===== src/rtl/switch_pkg.sv =====
// Shared types for the switch datapath: flit layout, head-flit fields and the
// input-buffer routing states.
package switch_pkg;

    localparam int unsigned FLIT_W    = 32;
    localparam int unsigned DEST_W    = 5;
    localparam int unsigned LEN_W     = 4;
    localparam int unsigned PAYLOAD_W = 23;
    localparam int unsigned MAX_NODES = 32;

    typedef logic [FLIT_W-1:0] flit_t;

    typedef struct packed {
        logic [DEST_W-1:0]    dest;
        logic [LEN_W-1:0]     len;
        logic [PAYLOAD_W-1:0] payload;
    } head_flit_t;

    typedef enum logic [1:0] {
        ROUTE = 2'd0,
        FWD   = 2'd1,
        DROP  = 2'd2
    } ibuf_state_t;

endpackage


===== src/rtl/switch_flit_fifo.sv =====
// Flit storage for one ingress port: circular buffer with occupancy count,
// registered full flag and same-cycle push/pop acceptance when full.
module switch_flit_fifo
    import switch_pkg::*;
#(
    parameter int unsigned DEPTH = 8
) (
    input  logic                   CLK,
    input  logic                   RST,
    input  logic                   wen,
    input  flit_t                  wdata,
    input  logic                   deq,
    output flit_t                  rdata_c,
    output logic [$clog2(DEPTH):0] count,
    output logic [$clog2(DEPTH):0] count_next_c,
    output logic                   full,
    output logic                   overflow_c
);
    localparam int unsigned PTR_W = $clog2(DEPTH);
    localparam int unsigned CNT_W = PTR_W + 1;

    flit_t            mem [DEPTH];
    logic [PTR_W-1:0] wptr;
    logic [PTR_W-1:0] rptr;
    logic             do_pop;
    logic             push_ok;

    // A pop frees the slot the simultaneous push needs, so full does not block it.
    assign do_pop       = deq && (count != '0);
    assign push_ok      = wen && (!full || do_pop);
    assign overflow_c   = wen && full && !do_pop;
    assign count_next_c = count + CNT_W'(push_ok) - CNT_W'(do_pop);
    assign rdata_c      = (count != '0) ? mem[rptr] : '0;

    always_ff @(posedge CLK or posedge RST) begin
        if (RST) begin
            wptr  <= '0;
            rptr  <= '0;
            count <= '0;
            full  <= 1'b0;
        end else begin
            if (push_ok) wptr <= wptr + PTR_W'(1);
            if (do_pop)  rptr <= rptr + PTR_W'(1);
            count <= count_next_c;
            full  <= (count_next_c == CNT_W'(DEPTH));
        end
    end

    // Storage array needs no reset; rdata is masked while empty.
    always_ff @(posedge CLK) begin
        if (push_ok) mem[wptr] <= wdata;
    end

endmodule


===== src/rtl/switch_input_buffer.sv =====
// Wormhole input buffer: routes each packet head through a programmable table,
// bids one-hot toward the chosen output and returns a credit per popped flit.
module switch_input_buffer
    import switch_pkg::*;
#(
    parameter int unsigned DEPTH        = 8,
    parameter int unsigned NUM_OUTPORTS = 4,
    parameter int unsigned TOTAL_NODES  = 32
) (
    input  logic                            CLK,
    input  logic                            RST,
    input  logic                            wen,
    input  flit_t                           wdata,
    input  logic                            pop,
    input  logic                            rt_wen,
    input  logic [DEST_W-1:0]               rt_addr,
    input  logic [$clog2(NUM_OUTPORTS)-1:0] rt_port,
    output logic [NUM_OUTPORTS-1:0]         bid,
    output flit_t                           rdata,
    output logic                            full,
    output logic                            credit_ret,
    output logic                            overflow_err,
    output logic                            route_err
);
    localparam int unsigned PORT_W = $clog2(NUM_OUTPORTS);
    localparam int unsigned CNT_W  = $clog2(DEPTH) + 1;
    localparam int unsigned REM_W  = LEN_W + 1;

    ibuf_state_t              state;
    ibuf_state_t              state_n;
    logic [REM_W-1:0]         remaining;
    logic [REM_W-1:0]         remaining_n;
    logic [PORT_W-1:0]        out_port;
    logic [PORT_W-1:0]        out_port_n;
    logic [PORT_W-1:0]        route_table [MAX_NODES];

    logic [CNT_W-1:0]         count;
    logic [CNT_W-1:0]         count_next;
    logic                     overflow;
    logic                     pop_ok;
    logic                     self_pop;
    logic                     deq;
    logic                     pop_bad;
    logic                     dest_bad;
    logic [DEST_W-1:0]        front_dest;
    logic [LEN_W-1:0]         front_len;
    logic [NUM_OUTPORTS-1:0]  bid_n;
    logic                     route_err_n;

    switch_flit_fifo #(
        .DEPTH (DEPTH)
    ) u_fifo (
        .CLK          (CLK),
        .RST          (RST),
        .wen          (wen),
        .wdata        (wdata),
        .deq          (deq),
        .rdata_c      (rdata),
        .count        (count),
        .count_next_c (count_next),
        .full         (full),
        .overflow_c   (overflow)
    );

    assign front_dest = rdata[FLIT_W-1 -: DEST_W];
    assign front_len  = rdata[PAYLOAD_W +: LEN_W];

    // Crossbar pops are honoured only while forwarding a non-empty buffer.
    assign pop_ok   = pop && (state == FWD) && (count != '0);
    assign self_pop = (state == DROP) && (count != '0);
    assign deq      = pop_ok || self_pop;
    assign pop_bad  = pop && !pop_ok;

    // Route table: lookups read the pre-edge contents, so same-cycle writes are not seen.
    always_ff @(posedge CLK or posedge RST) begin
        if (RST) begin
            for (int i = 0; i < int'(MAX_NODES); i++) begin
                route_table[i] <= PORT_W'(i % int'(NUM_OUTPORTS));
            end
        end else if (rt_wen && (32'(rt_addr) < TOTAL_NODES)) begin
            route_table[rt_addr] <= rt_port;
        end
    end

    always_ff @(posedge CLK or posedge RST) begin
        if (RST) begin
            state     <= ROUTE;
            remaining <= '0;
            out_port  <= '0;
        end else begin
            state     <= state_n;
            remaining <= remaining_n;
            out_port  <= out_port_n;
        end
    end

    always_comb begin
        state_n     = state;
        remaining_n = remaining;
        out_port_n  = out_port;
        dest_bad    = 1'b0;
        case (state)
            ROUTE: begin
                if (count != '0) begin
                    remaining_n = REM_W'(front_len) + REM_W'(1);
                    if (32'(front_dest) < TOTAL_NODES) begin
                        out_port_n = route_table[front_dest];
                        state_n    = FWD;
                    end else begin
                        dest_bad = 1'b1;
                        state_n  = DROP;
                    end
                end
            end
            FWD, DROP: begin
                if (deq) begin
                    remaining_n = remaining - REM_W'(1);
                    if (remaining == REM_W'(1)) state_n = ROUTE;
                end
            end
            default: state_n = ROUTE;
        endcase
    end

    // Bid is registered from next-cycle state so it tracks FWD with a non-empty buffer.
    always_comb begin
        bid_n       = '0;
        route_err_n = route_err || dest_bad || pop_bad;
        if ((state_n == FWD) && (count_next != '0)) begin
            bid_n[out_port_n] = 1'b1;
        end
    end

    always_ff @(posedge CLK or posedge RST) begin
        if (RST) begin
            bid          <= '0;
            credit_ret   <= 1'b0;
            overflow_err <= 1'b0;
            route_err    <= 1'b0;
        end else begin
            bid          <= bid_n;
            credit_ret   <= deq;
            overflow_err <= overflow_err || overflow;
            route_err    <= route_err_n;
        end
    end

endmodule


===== config.mk =====
export PLATFORM = sky130hd
export DESIGN_NAME = switch_input_buffer
export DESIGN_NICKNAME = d
export VERILOG_FILES = /design/src/rtl/switch_pkg.sv /design/src/rtl/switch_flit_fifo.sv /design/src/rtl/switch_input_buffer.sv
export SDC_FILE = /design/constraint.sdc
export NUM_CORES = 1
export LEC_CHECK = 0
export ABC_AREA = 1
export CAP_MARGIN = 20
export CORE_MARGIN = 8
export CORE_UTILIZATION = 55
export CTS_CLUSTER_SIZE = 24
export DETAILED_ROUTE_END_ITERATION = 16
export PLACE_DENSITY = 0.74
export SLEW_MARGIN = 20
export SYNTH_ARGS = -nofsm -noshare
export SYNTH_HDL_FRONTEND = slang
export SYNTH_HIERARCHICAL = 1
export SYNTH_SLANG_ARGS = --single-unit
export TNS_END_PERCENT = 5

===== constraint.sdc =====
create_clock -name CLK -period 3.56 [get_ports CLK]
set_input_delay 0.712 -clock CLK [delete_from_list [all_inputs] [get_ports CLK]]
set_output_delay 0.712 -clock CLK [all_outputs]
set_load 0.03 [all_outputs]

==> flow_summary.toml, run 1 <==
[clocking]
cts_post_setup_buffers_inserted = 0
clkSinkCount = 347
cts_root_buffer = "clkbuf_16"
path_clk_slew_ps = 60
cts_tree = "yes"
h-tree-depth = 2
cts_buffers = 37
cts.path.max_buffers = 3
clock_latency_ps = 510

[die]
die-height_um = 186
rows = 62
die_area_um2 = 34500
io_pins = 84
core_um2 = 28500
die_w_um = 186
start_util_pct = 55.4

[setup_path]
max_stage_delay_ps = 500
crit_path_cell_trace = "buf_12 -> nand2_1 -> nand3_1 -> nand3_1 -> nand2_1 -> nor2_2 -> buf_4 -> buf_4"
cp_slowest_cell = "dfrtp_4"
crit_arrival_ps = 2620
crit_type = "reg -> out"
r2r-end = "bid[0]"
startpoint = "u_fifo/rptr[0]"
r2r_slack_ps = 390
critPathRequiredTime_ps = 2850
end_kind = "output pin"
r2r_cells = 20
cp_max_fo = 129
cp-start-kind = "register"
endpoint = "rdata[27]"
reg2reg_from = "state[1]"

[sta]
min_period_ps = 3330
finalHoldViolations = 0
setup_viol = 0
finClkSkew_ps = 10.6
post-route-period-util_pct = 93.7
timing.hold.ws_ps = 464
slew_headroom_pct = 26.9
tightest_slew_ps = 1100
timing.fmax_mhz = 300
rsz0062_at_grt = "no"
slew_viol_final = 0

[detailed_routing]
drt_iter0_drc = 909
wl_per_cell_um = 15.7
via_count = 11324
routed_via_density = 5.15
drc = 0
totalWireLength_mm = 34.5
drtPass1Iterations = 5
antenna_left = 0

[layout]
regArea_um2 = 10000
mostFrequentLayoutCell = "nand2_1"
final_area_um2 = 18300
drive_above_1_share_pct = 9.65
multi_input_area_um2 = 4360
area_delta_synth_final_pct = 15.5
layout.nets = 1844
final_cell_mix = "534 x nand2_1, 294 x inv_1, 256 x edfxtp_1"
fillers = 2330

[grt]
grt_max_degree = 130
overflow = 0
grt_pass1_vias = 11354
grt_use_total_pct = 20.6
antenna_found_initial = 3
grt_pass1_wl_mm = 56.8

[power_and_ir_drop]
pwr_density_cell_nw_per_um2 = 862
ir_worst_vdd_mv = 0.548
leakage_nw = 8.29

[run]
cap_violations = 0

[synth]
synth_seq_area_share_pct = 63.2
synthArstFlopShare_pct = 26.2
netlist.area_leader.share_pct = 48.6
yosys_warnings = 6
synth.distinct_cells = 33
synth_seq_cells = 347
synth.cell_area_um2 = 15800
synth_top_area_cell = "edfxtp_1"
avgSynthCellArea_um2 = 9.33
syn_inst = 1697
synth-main-ff-cell = "edfxtp_1"
synth_nets = 1756
synth_edf_count = 256
synthTopCellsByArea = "edfxtp_1 49%, nand2_1 13%, dfrtp_1 9.3%"

[placement]
gp_congestion = 0.800
port_buffers = 83
hpwl_mm = 20.0
placed_cell_area_um2 = 17100

[run_status]
run_status = "finished clean"

[worst_hold_path]
holdCritPathClass = "reg -> reg"
power breakdown:
part / leakage [nW] / total, W / internal (W) / switching (W)
Clock: 0.573 / 0.00372 / 0.00223 / 0.00149
Combinational: 4.32 / 0.00666 / 0.00217 / 0.00449
Sequential: 3.40 / 0.00537 / 0.00504 / 0.000329
Total: 8.29 / 0.0158 / 0.00944 / 0.00631
worst min-delay path by stage:
stage,slack (ps),endpoint,from,cells after the start
floorplan,450,route_table[37],route_table[37],2
global placement,440,route_err,route_err,1
detailed placement,450,overflow_err,overflow_err,1
CTS,460,route_err,route_err,1
global route,500,route_err,route_err,1
finish,460,overflow_err,overflow_err,1
sequential cells by signal, summed over array words and instances, names as in the netlist, 2 cells and up:
signal        count
bid               4
out_port          2
remaining         5
route_table      64
state             2
u_fifo/count      4
u_fifo/mem      256
u_fifo/rptr       3
u_fifo/wptr       3
metal layers:
layer | track usage, % | share of wire, % | vias to the layer above
met4 | 7.43 | 2.6 | 2
met3 | 3.53 | 5.9 | 69
li1 | - | - | 5550
met1 | 26.4 | 42 | 5373
met5 | 0 | 0.038 | -
met2 | 35.1 | 50 | 330
cell usage after synthesis (2+ instances only):
cell      instances
clkbuf_1         13
edfxtp_1        256
xnor2_1           4
buf_2            44
nor2_1           92
nand2_2           4
ha_1             14
dfstp_2          32
inv_2             3
a21oi_1           7
nand3_1         228
nand2_1         534
inv_1           296
o21ai_0          71
nand3b_1          2
xor2_1            2
dfrtp_1          59
o211ai_1          3
nor3_1            8
nor4_1            2
buf_1             5
buf_6             7
what timing repair did:
item | in CTS | in global routing
hold buffers | 0 | 0
gates resized for setup | 0 | 2
setup endpoints to repair | 0 | 11
stage by stage:
| stage | power, W | std cells | worst slack, ps | setup TNS (ps) | utilization [%] |
|---|---|---|---|---|---|
| 3_3_place_gp | 0.0119 | 2130 | -10.3 | -17.7 | 59.9 |
| 6_report | 0.0158 | 2200 | 225 | 0 | 64.0 |
| 3_5_place_dp | 0.0121 | 2130 | -115 | -418 | 59.9 |
| 4_1_cts | 0.0158 | 2197 | 56.8 | 0 | 64.0 |
| 2_1_floorplan | 0.0101 | 1697 | 448 | 0 | - |
| 5_1_grt | 0.0168 | 2199 | 98.7 | 0 | 64.0 |
kinds of logic after synthesis:
kind of cell,share of synthesized area [%]
and+or+nand+nor,22.9
AOI/OAI and AO/OA,2.70
xor gates and xnor gates,0.332
adders and majority gates,1.23
buffers and inverters,9.62
DFF,63.2
critical path: cells and delay by family (launching register included):
family                 cells  cell delay, ps
buffers and inverters      3             850
and+or+nand+nor            5             550
DFF                        1             500
cell type report:
class,instances,share of cell area (%)
diodes,3,0.0411
clock buffers,48,5.35
clock inverters,19,1.05
inverters,300,6.22
multi-input cells,979,23.9
flip-flops and latches,347,54.8
well taps,384,2.63
repair buffers,120,6.06
No activity file was read; power rests on OpenSTA's default activity.
==> run 2, diff against run 1 <==
Settings changed: ABC_AREA 1 to 0, CTS_BUF_LIST set to sky130_fd_sc_hd__clkbuf_2 sky130_fd_sc_hd__clkbuf_4 sky130_fd_sc_hd__clkbuf_8, MAX_ROUTING_LAYER set to met4.
==> flow_summary.toml, run 2 <==
[run_status]
run_status = "finished clean"

[layout]
stdcell_count = 1306
drive_above_1_share_pct = 30.7
regMostFlops = "u_fifo/mem"
final_cell_mix = "256 x edfxtp_1, 66 x mux2_1, 65 x buf_4"
largest_reg_flops = 256
layout.nets = 983
area_delta_synth_final_pct = 17.9
mostFrequentLayoutCell = "edfxtp_1"
top_regs = "u_fifo/mem (256), route_table (64), remaining (5)"

[setup_path]
critPathRequiredTime_ps = 4000
crit_path_cell_trace = "inv_1 -> ha_1 -> or3b_4 -> and2_1 -> a22o_1 -> buf_4 -> mux4_1 -> mux2_2 -> o22ai_2 -> o41ai_4 -> nor4b_2"
end_kind = "register"
cp_slowest_cell = "o41ai_4"
crit_arrival_ps = 3910
crit_type = "reg -> reg"
max_stage_delay_ps = 570
cp-start-kind = "register"
cp_max_fo = 10

[sta]
timing.fmax_mhz = 288
setup_viol = 0
finalHoldViolations = 0
post-route-period-util_pct = 97.5
tightest_slew_ps = 1080
slew_viol_final = 0
rsz0062_at_grt = "yes"
finClkSkew_ps = 50.0
slew_headroom_pct = 27.7
min_period_ps = 3470

[synth]
netlist.area_leader.share_pct = 53.0
synth_seq_cells = 347
synth.distinct_cells = 67
synth_top_area_cell = "edfxtp_1"
synthArstFlopShare_pct = 26.2
synth_edf_count = 256
ys_top_cells_by_count = "256 x edfxtp_1, 66 x mux2_1, 63 x mux4_2, 59 x dfrtp_1"
synth.cell_area_um2 = 14500
yosys_warnings = 6
synthTopCellsByArea = "edfxtp_1 53%, dfrtp_1 10%, mux4_2 9.8%"
synth-main-ff-cell = "edfxtp_1"
avgSynthCellArea_um2 = 18.7
syn_inst = 774
synth_nets = 833
synth_seq_area_share_pct = 68.9
yosysMostFrequentCell = "edfxtp_1"

[placement]
hpwl_mm = 18.6
dp_cells = 1202
port_buffers = 83
gp_congestion = 0.826

[die]
die_w_um = 178
rows = 59
core_um2 = 26000
die_area_um2 = 31800
io_pins = 84
die-height_um = 178
start_util_pct = 55.8

[power_and_ir_drop]
pwr_density_cell_nw_per_um2 = 884
power_w = 0.0151
switchingPower_w = 0.00530
power.internal_w = 0.00983
ir_worst_vdd_mv = 0.537
p_comb_share_pct = 42.1
pwr-share-clk_pct = 21.8
seq_power_share_pct = 36.1
switching_share_pct = 35.0
leakage_nw = 6.22

[clocking]
path_clk_slew_ps = 60
h-tree-depth = 2
cts_buffers = 54
clkSinkCount = 347
clock_latency_ps = 590
hold_buffers = 0
cts_root_buffer = "clkbuf_8"
cts.path.max_buffers = 3
cts_tree = "yes"

[detailed_routing]
drtPass1Iterations = 5
wl_per_cell_um = 22.3
via_count = 7632
routed_via_density = 5.84
antenna_left = 0
drc = 0
totalWireLength_mm = 29.2
drt_iter0_drc = 506

[grt]
grt_use_total_pct = 19.2
grt_pass1_vias = 8436
grt_pass1_wl_mm = 45.8
antenna_found_initial = 4
overflow = 0
grt_max_degree = 43

[worst_hold_path]
holdCritPathClass = "reg -> reg"

[run]
cap_violations = 0
==> run 2: changes by cell type in the layout (fill, tap and decap cells not counted), sizes merged, moves of 6 or more <==
cell,previous run,this run
mux2,0,69
nand2,538,29
clkbuf,48,81
nor2,92,31
buf,69,79
nand2b,0,6
o21ai,71,5
a22o,0,32
mux2i,0,17
mux4,0,72
inv,302,18
nand3,229,15
==> run 2: what timing repair did <==
action                     in CTS  in global routing
pin swaps                       0                  1
setup endpoints to repair      15                  8
setup buffers                   0                  1
resized for setup               3                 10
==> run 2: worst max-delay path, delay by kind of cell (launching register included) <==
| family | cells | cell delay, ps |
|---|---|---|
| AOI/OAI and AO/OA | 3 | 950 |
| adders and majority gates | 1 | 190 |
| buffers and inverters | 2 | 320 |
| DFF | 1 | 390 |
| muxes | 2 | 550 |
| and+or+nand+nor | 3 | 950 |
==> run 2: cells by family after synthesis <==
group / Yosys count / share of synthesized area [%]
flip-flops: 347 / 68.9
multiplexers: 158 / 17.9
AND/OR/NAND/NOR: 124 / 4.60
AO/OA/AOI/OAI: 71 / 4.14
buffers and inverters: 51 / 2.55
adder cells (fa/ha/maj): 15 / 1.35
XOR/XNOR: 8 / 0.483
==> run 2: stage by stage <==
| stage | utilization, % | hold slack, ps | instance area, um2 | TNS, ps | worst slack (ps) |
|---|---|---|---|---|---|
| 6_report | 65.8 | 453 | 17100 | 0 | 90.5 |
| 5_1_grt | 65.8 | 478 | 17100 | -104 | -53.4 |
| 4_1_cts | 65.6 | 462 | 17000 | 0 | 14.5 |
| 3_5_place_dp | 61.3 | 451 | 15900 | -1140 | -377 |
| 3_3_place_gp | 61.3 | 447 | 15900 | -472 | -196 |
| 2_1_floorplan | - | 449 | 14500 | -14100 | -441 |
==> run 2: worst paths after layout <==
kind / slack [ps] / cells after the start / startpoint / to
worst min register to register: 450 / 1 / route_err / route_err
worst min-delay path: 450 / 1 / route_err / route_err
max in group asynchronous: 2220 / 3 / RST / route_table[12]
worst max-delay path: 90 / 11 / u_fifo/count[2] / bid[1]
min in group asynchronous: 550 / 2 / RST / u_fifo/count[3]
worst max register to register: 90 / 11 / u_fifo/count[2] / bid[1]
==> run 2: power by group through the flow <==
stage          clock (W)  sequential (W)  combinational, W
2_1_floorplan          0         0.00545           0.00440
3_3_place_gp           0         0.00548           0.00612
3_5_place_dp           0         0.00555           0.00625
4_1_cts          0.00339         0.00547           0.00630
5_1_grt          0.00356         0.00554           0.00681
6_report         0.00330         0.00547           0.00636
==> run 2: cell type report <==
class	instances	area (um2)
Antenna cell	4	10.0
Clock buffer	80	963
Clock inverter	19	133
Fill cell	1708	8880
Inverter	15	56.3
Multi-Input combinational cell	376	4250
Sequential cell	347	10000
Tap cell	335	419
Timing Repair Buffer	130	1260
==> run 2: per-layer routing <==
| metal | wire length [um] | up-vias | track usage [%] |
|---|---|---|---|
| li1 | - | 3421 | - |
| met1 | 11900 | 3902 | 23.5 |
| met2 | 14600 | 240 | 31.3 |
| met3 | 1840 | 69 | 4.34 |
| met4 | 785 | 0 | 7.17 |
| met5 | 0 | - | - |
